File: config.mk
export PLATFORM = sky130hd
export DESIGN_NAME = pdp8_mri_sequencer
export DESIGN_NICKNAME = d
export VERILOG_FILES = /design/src/rtl/pdp8_mri_sequencer.sv
export SDC_FILE = /design/constraint.sdc
export NUM_CORES = 1
export LEC_CHECK = 0
export CORE_MARGIN = 1
export CORE_UTILIZATION = 55
export CTS_BUF_LIST = sky130_fd_sc_hd__clkbuf_2 sky130_fd_sc_hd__clkbuf_4 sky130_fd_sc_hd__clkbuf_8
export CTS_CLUSTER_DIAMETER = 50
export DETAILED_ROUTE_END_ITERATION = 8
export PLACE_DENSITY = 0.84
export SYNTH_ARGS = -nofsm -noshare
export SYNTH_HDL_FRONTEND = slang
export SYNTH_SLANG_ARGS = --single-unit
File: constraint.sdc
create_clock -name clk_i -period 5.85 [get_ports clk_i]
set_clock_uncertainty 0.05 [all_clocks]
set_input_delay 1.17 -clock clk_i [delete_from_list [all_inputs] [get_ports clk_i]]
set_output_delay 1.17 -clock clk_i [all_outputs]
set_load 0.02 [all_outputs]
File: src/rtl/pdp8_mri_sequencer.sv
// PDP-8 memory-reference instruction sequencer.
// Runs one AND/TAD/ISZ/DCA/JMS/JMP per start pulse: resolves direct or
// indirect addressing, performs the memory cycles over a single req/ack
// port and returns the updated PC, AC and Link.
// Optional feature macro: PDP8_AUTOINDEX_EN (indirect references through
// 0o0010-0o0017 pre-increment the pointer and write it back).
module pdp8_mri_sequencer #(
    parameter int ADDR_WIDTH = 12,
    parameter int DATA_WIDTH = 12
) (
    input  logic                  clk_i,
    input  logic                  reset_n_i,
    input  logic                  start_i,
    input  logic [5:0]            mri_op_i,
    input  logic                  indirect_i,
    input  logic [ADDR_WIDTH-1:0] inst_addr_i,
    input  logic [ADDR_WIDTH-1:0] pc_in_i,
    input  logic [DATA_WIDTH-1:0] ac_in_i,
    input  logic                  link_in_i,
    output logic                  mem_req_o,
    output logic                  mem_we_o,
    output logic [ADDR_WIDTH-1:0] mem_addr_o,
    output logic [DATA_WIDTH-1:0] mem_wdata_o,
    input  logic                  mem_ack_i,
    input  logic [DATA_WIDTH-1:0] mem_rdata_i,
    output logic                  busy_o,
    output logic                  done_o,
    output logic                  err_o,
    output logic [ADDR_WIDTH-1:0] pc_out_o,
    output logic [DATA_WIDTH-1:0] ac_out_o,
    output logic                  link_out_o
);

    typedef enum logic [2:0] {
        S_IDLE, S_IND_RD, S_IND_WB, S_OP_RD, S_OP_WR, S_DONE
    } state_e;

    // one-hot opcode bit positions
    localparam int OP_AND = 0, OP_TAD = 1, OP_ISZ = 2, OP_DCA = 3, OP_JMS = 4, OP_JMP = 5;

    state_e                state_q, state_d;
    logic [5:0]            op_q, op_d;
    logic [ADDR_WIDTH-1:0] ea_q, ea_d;
    logic [ADDR_WIDTH-1:0] pc_q, pc_d;
    logic [DATA_WIDTH-1:0] ac_q, ac_d;
    logic                  link_q, link_d;
    logic                  err_q, err_d;
    logic                  req_q, req_d;
    logic                  we_q, we_d;
    logic [ADDR_WIDTH-1:0] addr_q, addr_d;
    logic [DATA_WIDTH-1:0] wdata_q, wdata_d;
    logic [ADDR_WIDTH-1:0] pco_q;
    logic [DATA_WIDTH-1:0] aco_q;
    logic                  linko_q;

    // dispatch-by-opcode request shared by IDLE, IND_RD and IND_WB
    logic                  dispatch;
    logic [ADDR_WIDTH-1:0] disp_ea;
    logic [ADDR_WIDTH-1:0] inc_ea;
    logic [DATA_WIDTH:0]   sum;
    logic                  autoinc;

`ifdef PDP8_AUTOINDEX_EN
    logic [ADDR_WIDTH-1:0] iaddr_q, iaddr_d;
    assign autoinc = (iaddr_q >= ADDR_WIDTH'(8)) && (iaddr_q <= ADDR_WIDTH'(15));
`else
    assign autoinc = 1'b0;
`endif

    // next-state, datapath and memory-request logic
    always_comb begin
        state_d  = state_q;
        op_d     = op_q;
        ea_d     = ea_q;
        pc_d     = pc_q;
        ac_d     = ac_q;
        link_d   = link_q;
        err_d    = err_q;
        req_d    = req_q;
        we_d     = we_q;
        addr_d   = addr_q;
        wdata_d  = wdata_q;
        dispatch = 1'b0;
        disp_ea  = ea_q;
        inc_ea   = ADDR_WIDTH'(mem_rdata_i) + ADDR_WIDTH'(1);
        sum      = {1'b0, ac_q} + {1'b0, mem_rdata_i};
`ifdef PDP8_AUTOINDEX_EN
        iaddr_d  = iaddr_q;
`endif
        case (state_q)
            S_IDLE: begin
                if (start_i) begin
                    op_d   = mri_op_i;
                    pc_d   = pc_in_i;
                    ac_d   = ac_in_i;
                    link_d = link_in_i;
                    err_d  = 1'b0;
`ifdef PDP8_AUTOINDEX_EN
                    iaddr_d = inst_addr_i;
`endif
                    if (!$onehot(mri_op_i)) begin
                        state_d = S_DONE;
                        err_d   = 1'b1;
                    end else if (indirect_i) begin
                        state_d = S_IND_RD;
                        req_d   = 1'b1;
                        we_d    = 1'b0;
                        addr_d  = inst_addr_i;
                    end else begin
                        dispatch = 1'b1;
                        disp_ea  = inst_addr_i;
                    end
                end
            end
            S_IND_RD: begin
                if (mem_ack_i) begin
                    if (autoinc) begin
                        // pointer write-back keeps the same address
                        state_d = S_IND_WB;
                        ea_d    = inc_ea;
                        we_d    = 1'b1;
                        wdata_d = DATA_WIDTH'(inc_ea);
                    end else begin
                        dispatch = 1'b1;
                        disp_ea  = ADDR_WIDTH'(mem_rdata_i);
                    end
                end
            end
            S_IND_WB: begin
                if (mem_ack_i) begin
                    dispatch = 1'b1;
                    disp_ea  = ea_q;
                end
            end
            S_OP_RD: begin
                if (mem_ack_i) begin
                    if (op_q[OP_ISZ]) begin
                        state_d = S_OP_WR;
                        we_d    = 1'b1;
                        wdata_d = mem_rdata_i + DATA_WIDTH'(1);
                    end else begin
                        state_d = S_DONE;
                        req_d   = 1'b0;
                        if (op_q[OP_AND]) ac_d = ac_q & mem_rdata_i;
                        if (op_q[OP_TAD]) begin
                            ac_d   = sum[DATA_WIDTH-1:0];
                            link_d = link_q ^ sum[DATA_WIDTH];
                        end
                    end
                end
            end
            S_OP_WR: begin
                if (mem_ack_i) begin
                    state_d = S_DONE;
                    req_d   = 1'b0;
                    we_d    = 1'b0;
                    // ISZ skip: written value wrapped to zero
                    if (op_q[OP_ISZ] && (wdata_q == '0)) pc_d = pc_q + ADDR_WIDTH'(1);
                end
            end
            S_DONE: begin
                state_d = S_IDLE;
                err_d   = 1'b0;
            end
            default: state_d = S_IDLE;
        endcase

        if (dispatch) begin
            ea_d   = disp_ea;
            addr_d = disp_ea;
            req_d  = 1'b1;
            we_d   = 1'b0;
            if (op_d[OP_JMP]) begin
                state_d = S_DONE;
                pc_d    = disp_ea;
                req_d   = 1'b0;
            end else if (op_d[OP_DCA]) begin
                state_d = S_OP_WR;
                we_d    = 1'b1;
                wdata_d = ac_d;
                ac_d    = '0;
            end else if (op_d[OP_JMS]) begin
                state_d = S_OP_WR;
                we_d    = 1'b1;
                wdata_d = DATA_WIDTH'(pc_d);
                pc_d    = disp_ea + ADDR_WIDTH'(1);
            end else begin
                state_d = S_OP_RD;
            end
        end
    end

    // state, working registers and registered outputs
    always_ff @(posedge clk_i) begin
        if (!reset_n_i) begin
            state_q <= S_IDLE;
            op_q    <= '0;
            ea_q    <= '0;
            pc_q    <= '0;
            ac_q    <= '0;
            link_q  <= 1'b0;
            err_q   <= 1'b0;
            req_q   <= 1'b0;
            we_q    <= 1'b0;
            addr_q  <= '0;
            wdata_q <= '0;
            pco_q   <= '0;
            aco_q   <= '0;
            linko_q <= 1'b0;
`ifdef PDP8_AUTOINDEX_EN
            iaddr_q <= '0;
`endif
        end else begin
            state_q <= state_d;
            op_q    <= op_d;
            ea_q    <= ea_d;
            pc_q    <= pc_d;
            ac_q    <= ac_d;
            link_q  <= link_d;
            err_q   <= err_d;
            req_q   <= req_d;
            we_q    <= we_d;
            addr_q  <= addr_d;
            wdata_q <= wdata_d;
`ifdef PDP8_AUTOINDEX_EN
            iaddr_q <= iaddr_d;
`endif
            // results published on entry to DONE, held until the next one
            if (state_d == S_DONE) begin
                pco_q   <= pc_d;
                aco_q   <= ac_d;
                linko_q <= link_d;
            end
        end
    end

    assign mem_req_o   = req_q;
    assign mem_we_o    = we_q;
    assign mem_addr_o  = addr_q;
    assign mem_wdata_o = wdata_q;
    assign busy_o      = (state_q != S_IDLE);
    assign done_o      = (state_q == S_DONE);
    assign err_o       = (state_q == S_DONE) && err_q;
    assign pc_out_o    = pco_q;
    assign ac_out_o    = aco_q;
    assign link_out_o  = linko_q;

endmodule

==> results.sh, run 1 <==
export IMPL_core_area_um2=11000
export IMPL_cp_max_fo=5
export IMPL_insertion_delay_ns=0.39
export IMPL_final_net_count=1021
export IMPL_yosysSeqAreaShare_pct=31.0
export IMPL_postSynth_asyncResetShare_pct=0
export IMPL_p_leak_nw=3.15
export IMPL_cp_cell_sequence="clkdlybuf4s50_1, inv_1, fa_1, fa_1, inv_1, ha_1, fa_1, or4b_2, nor2_4, buf_4, a221o_2, nand4_2, buf_4, nor4_1, buf_4, xor2_1, o22ai_1"
export IMPL_final_layout_size_suffix_gt1_share_pct=10.7
export IMPL_synthMostInstantiatedCell="nor2_1"
export IMPL_via_per_inst=6.61
export IMPL_cts_buffers=9
export IMPL_hold_path_class="reg -> reg"
export IMPL_hold_buffers=0
export IMPL_synth_main_ff_cell="dfxtp_1"
export IMPL_cts_resized=0
export IMPL_vdd_ir_drop_max_v=0.000363
export IMPL_worstSetupPathType="in -> reg"
export IMPL_crit_buf_inv=6
export IMPL_ys_seq_elements=98
export IMPL_syn_cell_area_um2=6330
export IMPL_h_tree_depth=3
export IMPL_yosysWarnings=0
export IMPL_rows=38
export IMPL_die_x_um=109
export IMPL_avgSynthCellArea_um2=7.74
export IMPL_drv_cap=0
export IMPL_grt_pass1_wl_um=37000
export IMPL_synthTopCellsByArea="dfxtp_1 31%, nor2_1 7.0%, a21oi_1 5.0%"
export IMPL_grt_pass1_vias=6769
export IMPL_worstMarginPinSlew_ns=1.05
export IMPL_cts_sinks=98
export IMPL_syn_inst=818
export IMPL_rsz0062_at_grt="false"
export IMPL_cts_root_buffer="clkbuf_8"
export IMPL_cp_end_kind="flip-flop"
export IMPL_die_h_um=109
export IMPL_die_area_um2=11900
export IMPL_grt_max_degree=52
export IMPL_start_util_pct=57.4
export IMPL_ys_types=76
export IMPL_maxSlewHeadroom_pct=30.3
export IMPL_dr_pass1_iters=6
export IMPL_clockBufferDepth=2
export IMPL_wire_per_inst_um=22.3
export IMPL_finalHoldViolations=0
export IMPL_pin_count=114
export IMPL_num_vias=7178
export IMPL_arrival_ns=5.89
export IMPL_final_area_um2=8010
export IMPL_slew_viol_final=0
export IMPL_fill_cells=891
export IMPL_gp_congestion=1.00
export IMPL_drt_iter0_drc=750
export IMPL_placed_cell_area_um2=7810
export IMPL_max_freq_mhz=176
export IMPL_cp_slowest_cell="or4b_2"
export IMPL_ant_nets=0
export IMPL_syn2layout_area_growth_pct=26.5
export IMPL_antenna_found_initial=0
export IMPL_cp_top_family="adder cells"
export IMPL_yosysTopAreaCell="dfxtp_1"
export IMPL_cp_start_kind="input port"
export IMPL_synth_edff_count=0
export IMPL_synth_top_area_share_pct=31.0
export IMPL_power_density_nw_per_um2=390
export IMPL_netlist_top_cells_count="118 x nor2_1, 98 x dfxtp_1, 69 x nand2_1, 63 x a21oi_1, 50 x o21ai_0"
export IMPL_dp_hpwl_um=18500
export IMPL_route_detailed_drc=0
export IMPL_critPathRequiredTime_ns=6.06
export IMPL_grt_overflow=0
export IMPL_setup_viol=0
export IMPL_post_cts_buffers=0
export IMPL_grt_util_all_layers_pct=41.5
export IMPL_num_antenna_cells=0
export IMPL_wl_um=24200
export IMPL_outcome="finished clean"
export IMPL_path_clk_slew_ns=0.10
export IMPL_fin_util_pct=72.6
export IMPL_io_buffers=113
export IMPL_fin_crit_ns=5.69
export IMPL_synth_nets=898
export IMPL_min_period_over_period_pct=97.2
export IMPL_power_mw=3.12
export IMPL_slowest_delay_ns=0.72
export IMPL_cts_tree="done"
cells by family after synthesis:
family | after synthesis | share of synthesized area, %
flops | 98 | 31.0
fa+ha+maj | 20 | 4.43
compound gates | 243 | 25.4
mux | 37 | 6.15
buf+inv | 68 | 4.43
xor+xnor | 19 | 2.63
simple gates | 333 | 26.0
flip-flops by register name, indices dropped and copies added, names as in the netlist:
signal	count
mem_addr_o	12
pc_out_o	12
link_q	1
err_q	1
mem_req_o	1
op_q	6
ac_out_o	12
mem_we_o	1
ac_q	12
mem_wdata_o	12
pc_q	12
link_out_o	1
state_q	3
ea_q	12
power breakdown:
group / internal, mW / switching [mW]
combinational: 0.680 / 0.982
clock: 0.204 / 0.260
sequential: 0.827 / 0.169
total: 1.71 / 1.41
cell usage in the layout (no fill, tap or decap), types with 4 or more instances in the layout:
cell type / Yosys / final
mux2i_1: 26 / 26
clkbuf_8: 0 / 9
nor3_1: 21 / 21
fa_1: 4 / 4
a21o_1: 10 / 10
ha_1: 16 / 16
o221ai_1: 4 / 4
nor4_1: 9 / 9
nand2_1: 69 / 69
a221o_1: 8 / 8
and2_1: 20 / 20
nand2b_1: 7 / 7
a211oi_1: 25 / 25
inv_1: 14 / 14
o21a_1: 4 / 4
nor2b_1: 6 / 6
nor3b_1: 4 / 4
a21oi_1: 63 / 63
xor2_1: 9 / 9
a221oi_1: 10 / 10
and3_1: 14 / 14
nand3_1: 31 / 31
buf_4: 0 / 52
o22ai_1: 17 / 17
mux2_2: 9 / 9
nor2_1: 118 / 118
o21ai_0: 50 / 50
dfxtp_1: 98 / 98
or3_1: 4 / 4
xnor2_1: 10 / 10
clkdlybuf4s50_1: 0 / 113
nand4_1: 5 / 5
a31oi_1: 11 / 11
area by class of cell:
type                    instances  area, um^2  share of cell area (%)
inverters                      15        56.3                   0.703
well taps                     140         175                    2.19
clock buffers                  10         131                    1.64
multi-input cells             652        4100                    51.2
repair buffers                165        1520                    19.0
clock inverters                 6        65.1                   0.812
flip-flops and latches         98        1960                    24.5
worst min-delay path: cells and delay by family (launching register included):
kind,cells,cell delay (ns)
AOI/OAI and AO/OA,1,0.07
and+or+nand+nor,1,0.05
DFF,1,0.32
worst paths after layout:
kind	slack, ns	cells past startpoint	start	to
setup / recovery	0.16	17	mri_op_i[0]	pc_q[11]
setup reg to reg	2.24	8	state_q[2]	mem_wdata_o[10]
hold / removal	0.44	2	ac_out_o[7]	ac_out_o[7]
hold reg to reg	0.44	2	ac_out_o[7]	ac_out_o[7]
through the flow:
stage	std cells	setup slack (ns)	setup TNS (ns)	hold WS, ns
2_1_floorplan	818	0.600	0	0.394
3_3_place_gp	1070	-0.139	-0.139	0.397
3_5_place_dp	1070	-0.171	-0.178	0.415
4_1_cts	1086	0.218	0	0.434
5_1_grt	1086	0.0491	0	0.460
6_report	1086	0.163	0	0.437
layer usage:
metal / up-vias / track usage [%] / wire, um
met5: - / 0 / 0
met3: 90 / 8.97 / 2570
met1: 3379 / 52.1 / 9320
met4: 0 / 24.8 / 1370
met2: 449 / 65.2 / 11000
li1: 3260 / - / -
(Power assumes the default switching activity.)
==> run 2, diff against run 1 <==
--- a/config.mk
+++ b/config.mk
@@ -5,12 +5,13 @@
 export SDC_FILE = /design/constraint.sdc
 export NUM_CORES = 1
 export LEC_CHECK = 0
+export ABC_CLOCK_PERIOD_IN_PS = 5850
 export CORE_MARGIN = 1
 export CORE_UTILIZATION = 55
 export CTS_BUF_LIST = sky130_fd_sc_hd__clkbuf_2 sky130_fd_sc_hd__clkbuf_4 sky130_fd_sc_hd__clkbuf_8
 export CTS_CLUSTER_DIAMETER = 50
 export DETAILED_ROUTE_END_ITERATION = 8
-export PLACE_DENSITY = 0.84
+export PLACE_DENSITY = 0.82
 export SYNTH_ARGS = -nofsm -noshare
 export SYNTH_HDL_FRONTEND = slang
 export SYNTH_SLANG_ARGS = --single-unit
==> results.sh, run 2 (synthesis gave the netlist of run 1 again) <==
export IMPL_arrival_ns=5.76
export IMPL_fin_crit_ns=5.54
export IMPL_hold_buffers=0
export IMPL_rows=38
export IMPL_power_mw=3.11
export IMPL_final_layout_size_suffix_gt1_share_pct=10.1
export IMPL_h_tree_depth=3
export IMPL_multiInputGateArea_um2=4100
export IMPL_setup_viol=0
export IMPL_p_leak_nw=3.11
export IMPL_wl_um=24300
export IMPL_path_clk_slew_ns=0.11
export IMPL_stdcell_count=1079
export IMPL_fill_cells=905
export IMPL_cp_start_kind="input port"
export IMPL_power_density_nw_per_um2=390
export IMPL_cts_resized=0
export IMPL_die_x_um=109
export IMPL_rsz0062_at_grt="false"
export IMPL_grt_pass1_vias=6726
export IMPL_min_period_over_period_pct=94.6
export IMPL_io_buffers=113
export IMPL_grt_max_degree=53
export IMPL_final_net_count=1014
export IMPL_gp_congestion=0.980
export IMPL_via_per_inst=6.66
export IMPL_dp_hpwl_um=18500
export IMPL_drv_cap=0
export IMPL_antenna_found_initial=0
export IMPL_die_area_um2=11900
export IMPL_dr_pass1_iters=6
export IMPL_num_vias=7183
export IMPL_max_freq_mhz=181
export IMPL_cp_end_kind="flip-flop"
export IMPL_wire_per_inst_um=22.5
export IMPL_die_h_um=109
export IMPL_slew_viol_final=0
export IMPL_hold_path_class="reg -> reg"
export IMPL_vdd_ir_drop_max_v=0.000342
export IMPL_syn2layout_area_growth_pct=25.7
export IMPL_insertion_delay_ns=0.40
export IMPL_ant_nets=0
export IMPL_worstMarginPinSlew_ns=0.980
export IMPL_grt_pass1_wl_um=36600
export IMPL_num_antenna_cells=0
export IMPL_clockBufferDepth=2
export IMPL_cts_tree="done"
export IMPL_grt_util_all_layers_pct=41.4
export IMPL_fin_hold_ws_ns=0.438
export IMPL_post_cts_buffers=0
export IMPL_final_cell_mix="117 x nor2_1, 113 x clkdlybuf4s50_1, 98 x dfxtp_1"
export IMPL_core_area_um2=11000
export IMPL_maxSlewHeadroom_pct=34.7
export IMPL_critPathRequiredTime_ns=6.07
export IMPL_worstSetupPathType="in -> reg"
export IMPL_outcome="finished clean"
export IMPL_cts_buffers=9
export IMPL_cp_max_fo=5
export IMPL_dp_cells=1063
export IMPL_final_common_cell="nor2_1"
export IMPL_finalHoldViolations=0
export IMPL_fin_util_pct=72.2
export IMPL_pin_count=114
export IMPL_route_detailed_drc=0
export IMPL_cts_sinks=98
export IMPL_drt_iter0_drc=752
export IMPL_regArea_um2=1960
export IMPL_cts_root_buffer="clkbuf_8"
export IMPL_grt_overflow=0
export IMPL_start_util_pct=57.4
-- run 2: cell types whose count changed in the layout (fill, tap and decap cells not counted) --
cell / before / now
bufinv_16: 1 / 0
clkinv_2: 2 / 1
buf_12: 0 / 1
buf_4: 52 / 44
nor2_2: 1 / 2
clkbuf_4: 1 / 0
inv_8: 0 / 2
nor2_1: 118 / 117
clkinv_4: 1 / 2
-- run 2: metal layers --
layer  GRT usage (%)  wire length [um]
met5               0                 0
met4            22.8              1290
met3            10.4              2620
met2            66.9             11000
met1            50.1              9350
-- run 2: area by class of cell --
type	count	area share (%)
multi-input cells	652	51.5
flip-flops and latches	98	24.7
repair buffers	158	18.6
well taps	140	2.20
clock buffers	9	1.56
clock inverters	7	0.770
inverters	15	0.707
-- run 2: worst paths after layout --
check	endpoint	cells after the start	startpoint	slack (ns)
hold / removal	ac_out_o[2]	2	ac_out_o[2]	0.44
setup reg to reg	mem_wdata_o[10]	10	ac_q[0]	2.23
hold reg to reg	ac_out_o[2]	2	ac_out_o[2]	0.44
setup / recovery	pc_q[11]	17	mri_op_i[0]	0.31
-- run 2: power by group --
part / leakage (nW) / internal, mW / total (mW) / switching [mW]
Combinational: 2.22 / 0.674 / 1.66 / 0.987
Clock: 0.0936 / 0.163 / 0.442 / 0.279
Sequential: 0.800 / 0.827 / 1.00 / 0.176
Total: 3.11 / 1.66 / 3.11 / 1.44
-- run 2: worst max-delay path, cell delays in order --
cell and delay (ns):
clkdlybuf4s50_1 0.48, inv_1 0.07, fa_1 0.49, fa_1 0.50, inv_1 0.05, ha_1 0.18
fa_1 0.49, or4b_2 0.72, nor2_4 0.16, buf_4 0.16, a221o_1 0.26, buf_4 0.17
nand3_1 0.10, nor4_1 0.29, buf_4 0.19, xor2_1 0.18, o22ai_1 0.11
-- run 2: stage by stage --
stage	area [um^2]	setup WS [ns]	TNS, ns
finish	7960	0.315	0
global route	7960	0.111	0
CTS	7960	0.373	0
detailed placement	7770	-0.0510	-0.0813
global placement	7770	0.0302	0
floorplan	6330	0.600	0
